### config.mk
export PLATFORM = sky130hd
export DESIGN_NAME = skip_subtractor8_pipe
export DESIGN_NICKNAME = d
export VERILOG_FILES = /design/src/rtl/skip_subtractor8_pipe.sv
export SDC_FILE = /design/constraint.sdc
export NUM_CORES = 1
export LEC_CHECK = 0
export CAP_MARGIN = 20
export CORE_MARGIN = 5
export CORE_UTILIZATION = 35
export DETAILED_ROUTE_END_ITERATION = 10
export GPL_TIMING_DRIVEN = 0
export PLACE_DENSITY = 0.59
export SKIP_CTS_REPAIR_TIMING = 1
export SYNTH_ARGS = -nofsm -noshare
export SYNTH_HDL_FRONTEND = slang
export SYNTH_SLANG_ARGS = --single-unit
export TNS_END_PERCENT = 1
### constraint.sdc
create_clock -name clk -period 5.1 [get_ports clk]
set_clock_uncertainty 0.2 [all_clocks]
set_input_delay 1.275 -clock clk [delete_from_list [all_inputs] [get_ports clk]]
set_output_delay 1.275 -clock clk [all_outputs]
set_load 0.1 [all_outputs]
### src/rtl/skip_subtractor8_pipe.sv
// Pipelined carry-skip subtractor: diff = a - b - bi, one BLOCK-bit skip group per stage.
// Define SKIP_SUB_SAT_EN to clamp diff to 0 whenever a borrow-out occurs.
module skip_subtractor8_pipe #(
    parameter int WIDTH = 8,
    parameter int BLOCK = 4
) (
    input  logic             clk,
    input  logic             rst,
    input  logic             in_valid,
    output logic             in_ready,
    input  logic [WIDTH-1:0] a,
    input  logic [WIDTH-1:0] b,
    input  logic             bi,
    output logic             out_valid,
    input  logic             out_ready,
    output logic [WIDTH-1:0] diff,
    output logic             bo,
    output logic             ov
);

    localparam int STAGES = WIDTH / BLOCK;

    typedef struct packed {
        logic             vld;
        logic             cry;
        logic [WIDTH-1:0] opa;
        logic [WIDTH-1:0] opnb;
        logic [WIDTH-1:0] res;
    } beat_t;

    beat_t             src [STAGES];
    beat_t             nxt [STAGES];
    beat_t             r   [STAGES-1];
    logic [STAGES-1:0] adv;
    logic              last_bo;
    logic              last_ov;

    // Resolve group k: ripple sum bits, carry bypasses the group when it fully propagates.
    function automatic beat_t group_step(input beat_t s, input int k);
        logic [BLOCK-1:0] ag;
        logic [BLOCK-1:0] bg;
        logic [BLOCK-1:0] sg;
        logic             c;
        logic             p;
        beat_t            o;
        ag = s.opa[k*BLOCK +: BLOCK];
        bg = s.opnb[k*BLOCK +: BLOCK];
        c  = s.cry;
        for (int i = 0; i < BLOCK; i++) begin
            sg[i] = ag[i] ^ bg[i] ^ c;
            c     = (ag[i] & bg[i]) | (c & (ag[i] ^ bg[i]));
        end
        p = &(ag ^ bg);
        o = s;
        o.res[k*BLOCK +: BLOCK] = sg;
        o.cry = p ? s.cry : c;
        return o;
    endfunction

    always_comb begin
        adv[STAGES-1] = ~out_valid | out_ready;
        for (int k = STAGES - 2; k >= 0; k--) begin
            adv[k] = ~r[k].vld | adv[k+1];
        end
    end

    assign in_ready = adv[0];

    always_comb begin
        src[0] = '{vld: in_valid, cry: ~bi, opa: a, opnb: ~b, res: '0};
        for (int k = 1; k < STAGES; k++) begin
            src[k] = r[k-1];
        end
        for (int k = 0; k < STAGES; k++) begin
            nxt[k] = group_step(src[k], k);
        end
    end

    always_comb begin
        last_bo = ~nxt[STAGES-1].cry;
        last_ov = (nxt[STAGES-1].opa[WIDTH-1] ^ ~nxt[STAGES-1].opnb[WIDTH-1])
                & (nxt[STAGES-1].opa[WIDTH-1] ^ nxt[STAGES-1].res[WIDTH-1]);
    end

    always_ff @(posedge clk or posedge rst) begin
        if (rst) begin
            for (int k = 0; k < STAGES - 1; k++) begin
                r[k] <= '0;
            end
        end else begin
            for (int k = 0; k < STAGES - 1; k++) begin
                if (adv[k]) begin
                    if (src[k].vld) begin
                        r[k] <= nxt[k];
                    end else begin
                        r[k].vld <= 1'b0;
                    end
                end
            end
        end
    end

    // Result registers only change when a real beat lands in the last stage.
    always_ff @(posedge clk or posedge rst) begin
        if (rst) begin
            out_valid <= 1'b0;
            diff      <= '0;
            bo        <= 1'b0;
            ov        <= 1'b0;
        end else if (adv[STAGES-1]) begin
            out_valid <= src[STAGES-1].vld;
            if (src[STAGES-1].vld) begin
`ifdef SKIP_SUB_SAT_EN
                diff <= last_bo ? '0 : nxt[STAGES-1].res;
`else
                diff <= nxt[STAGES-1].res;
`endif
                bo   <= last_bo;
                ov   <= last_ov;
            end
        end
    end

endmodule

==> metrics <==
outcome finished, final reports clean; worst skew pair latency 0.26 ns; clk sinks 25; WL per Instance 13.5 um; fin worst setup slack 0.143 ns; I/O Buffers 31; TNS Setup 0 ns; drt initial violations 14; top cell type by total area after synthesis dfrtp_1; Area Growth Syn to Fin 32.0%; Clock Pin Slew Worst Setup and Hold Paths 0.08 ns; fin crit share 97.2%; Routed WL 2.51 mm; Max Cap Viol 0; via/cell ratio 4.60; Post-synth EDFFs 0; Max Slew Vio Count 0; worst hold path class reg -> reg; final setup fails 0; RSZ-0062 raised after global routing false; IR drop worst, VDD 0.000177 V; crit path kind in -> out; Arr. time, crit path 3.48 ns; Slew @ Worst Pin 0.978 ns; P per Cell Area 508 nW/um^2; CTS buffer count 3; Setup crit start kind input port; die footprint 5030 sq um; crit-path max FO 10; Crit Reg-Reg Startpoint r[24]; synth top area cells dfrtp_1, fa_1, mux2_2; CP Launch Point out_ready; Die H 70.9 um; CTS root buf clkbuf_8; R2R cell count 9; commonest cells after routing, fill and taps aside clkdlybuf4s50_1, dfrtp_1, inv_1, a21oi_1, mux2_2; minimum clock period 4.96 ns; Crit. End Element output port; clock buffer depth 2; Slew headroom 34.6%; largest net degree at the start of global routing 26; syn_nets 140; die span in x 70.9 um; H-tree levels 1; Synth cell types 23; most common cell after layout, fill and taps aside clkdlybuf4s50_1; number of global-route vias before repair 951; Synth Area per Inst 12.6 sq um; Worst path most repeated cell clkdlybuf4s50_1; via count 855; initial antenna violation count 0; row cnt 22; Synth Instances 103; slowest CP cell clkdlybuf4s50_1; CTS tree done; placed inst area 1670 sq um; global-route wire length before repair 4.49 mm; worst hold start ov; r2r setup slk 2.39 ns; reg2reg end ov; Starting Density 35.7%; Hold Violations, Final 0; synthesized flop and latch total 25; final instance area 1710 sq um; grt total ovfl 0; Tot GR Track Use 11.1%; hold endpoint ov; hold depth 1; layout cells sized above 1 14.5%; Setup WS pre-CTS 0.125 ns; gpl congestion 0.748; top cell type's share of synthesized area 48.2%; post-placement cell count 182; Worst EP required 3.62 ns; CP max stage delay 1.22 ns; Detail Route Antenna Nets 0; HPWL after detailed placement 2.01 mm; Layout Nets 176; first drt pass iteration count 3; sequential area share after synthesis 48.2%; Remaining DRCs 0; Finished Layout Cells 186; Max Clk Rate 202 MHz; Ports 33; main flop type after synthesis dfrtp_1; worst path cell trace clkdlybuf4s50_1, nand3b_1, clkbuf_1, clkdlybuf4s50_1; Lkg Pwr 0.769 nW; synthesized cell area 1300 sq um; core box area 3630 sq um; async set-or-reset flop fraction in the synthesized netlist 100%; YS warnings 0; ANT cells 0
## power breakdown
part | switching, mW | internal (mW)
combinational | 0.339 | 0.135
clock | 0.0567 | 0.0556
sequential | 0.0329 | 0.251
total | 0.428 | 0.442
## metal layers
layer,track usage [%],vias to the layer above,wire [um]
li1,-,406,-
met1,14.4,425,1080
met2,18.6,22,1300
met3,2.13,2,99
met4,3.76,0,35
met5,0,-,0
## Yosys cell counts (2+ instances only)
| cell type | instances |
|---|---|
| nand2b_1 | 3 |
| a21oi_1 | 13 |
| ha_1 | 8 |
| fa_1 | 8 |
| inv_1 | 15 |
| dfrtp_1 | 25 |
| nand3_1 | 2 |
| mux2i_1 | 3 |
| nand4_1 | 2 |
| mux2_2 | 11 |
## worst max-delay path by stage
stage | endpoint | slack [ns]
6_report | in_ready | 0.14
5_1_grt | in_ready | 0.02
4_1_cts | in_ready | 0.12
3_5_place_dp | in_ready | 0.13
3_3_place_gp | in_ready | 0.16
2_1_floorplan | in_ready | 1.21
## sequential cells by signal, summed over array words and instances (netlist names)
name       cells
out_valid      1
r              1
diff           8
nxt           13
bo             1
ov             1
## critical path, delay by kind of cell
kind	cells	cell delay, ns
buf+inv	3	2.07
simple gates	1	0.14
## per-stage QoR
step | hold slack [ns] | util (%) | power [mW]
4_1_cts | 0.306 | 47.2 | 0.880
2_1_floorplan | 0.277 | - | 0.644
3_5_place_dp | 0.284 | 45.9 | 0.768
6_report | 0.302 | 47.2 | 0.870
5_1_grt | 0.340 | 47.2 | 0.914
3_3_place_gp | 0.271 | 45.9 | 0.761
## layout make-up
type                    count  area (sq um)
inverters                  15          56.3
flip-flops and latches     25           626
plain buffers               3          20.0
clock buffers               4          45.0
repair buffers             31           310
well taps                  48          60.1
multi-input cells          60           597
fillers                   347          1920
## logic make-up after synthesis
group	count (synthesis)	share of synthesized area (%)
AO/OA/AOI/OAI	16	6.55
XOR/XNOR	1	0.674
adder cells (fa/ha/maj)	16	20.0
buffers and inverters	18	5.88
flip-flops	25	48.2
multiplexers	15	13.0
AND/OR/NAND/NOR	12	5.68
(Power assumes the default switching activity.)
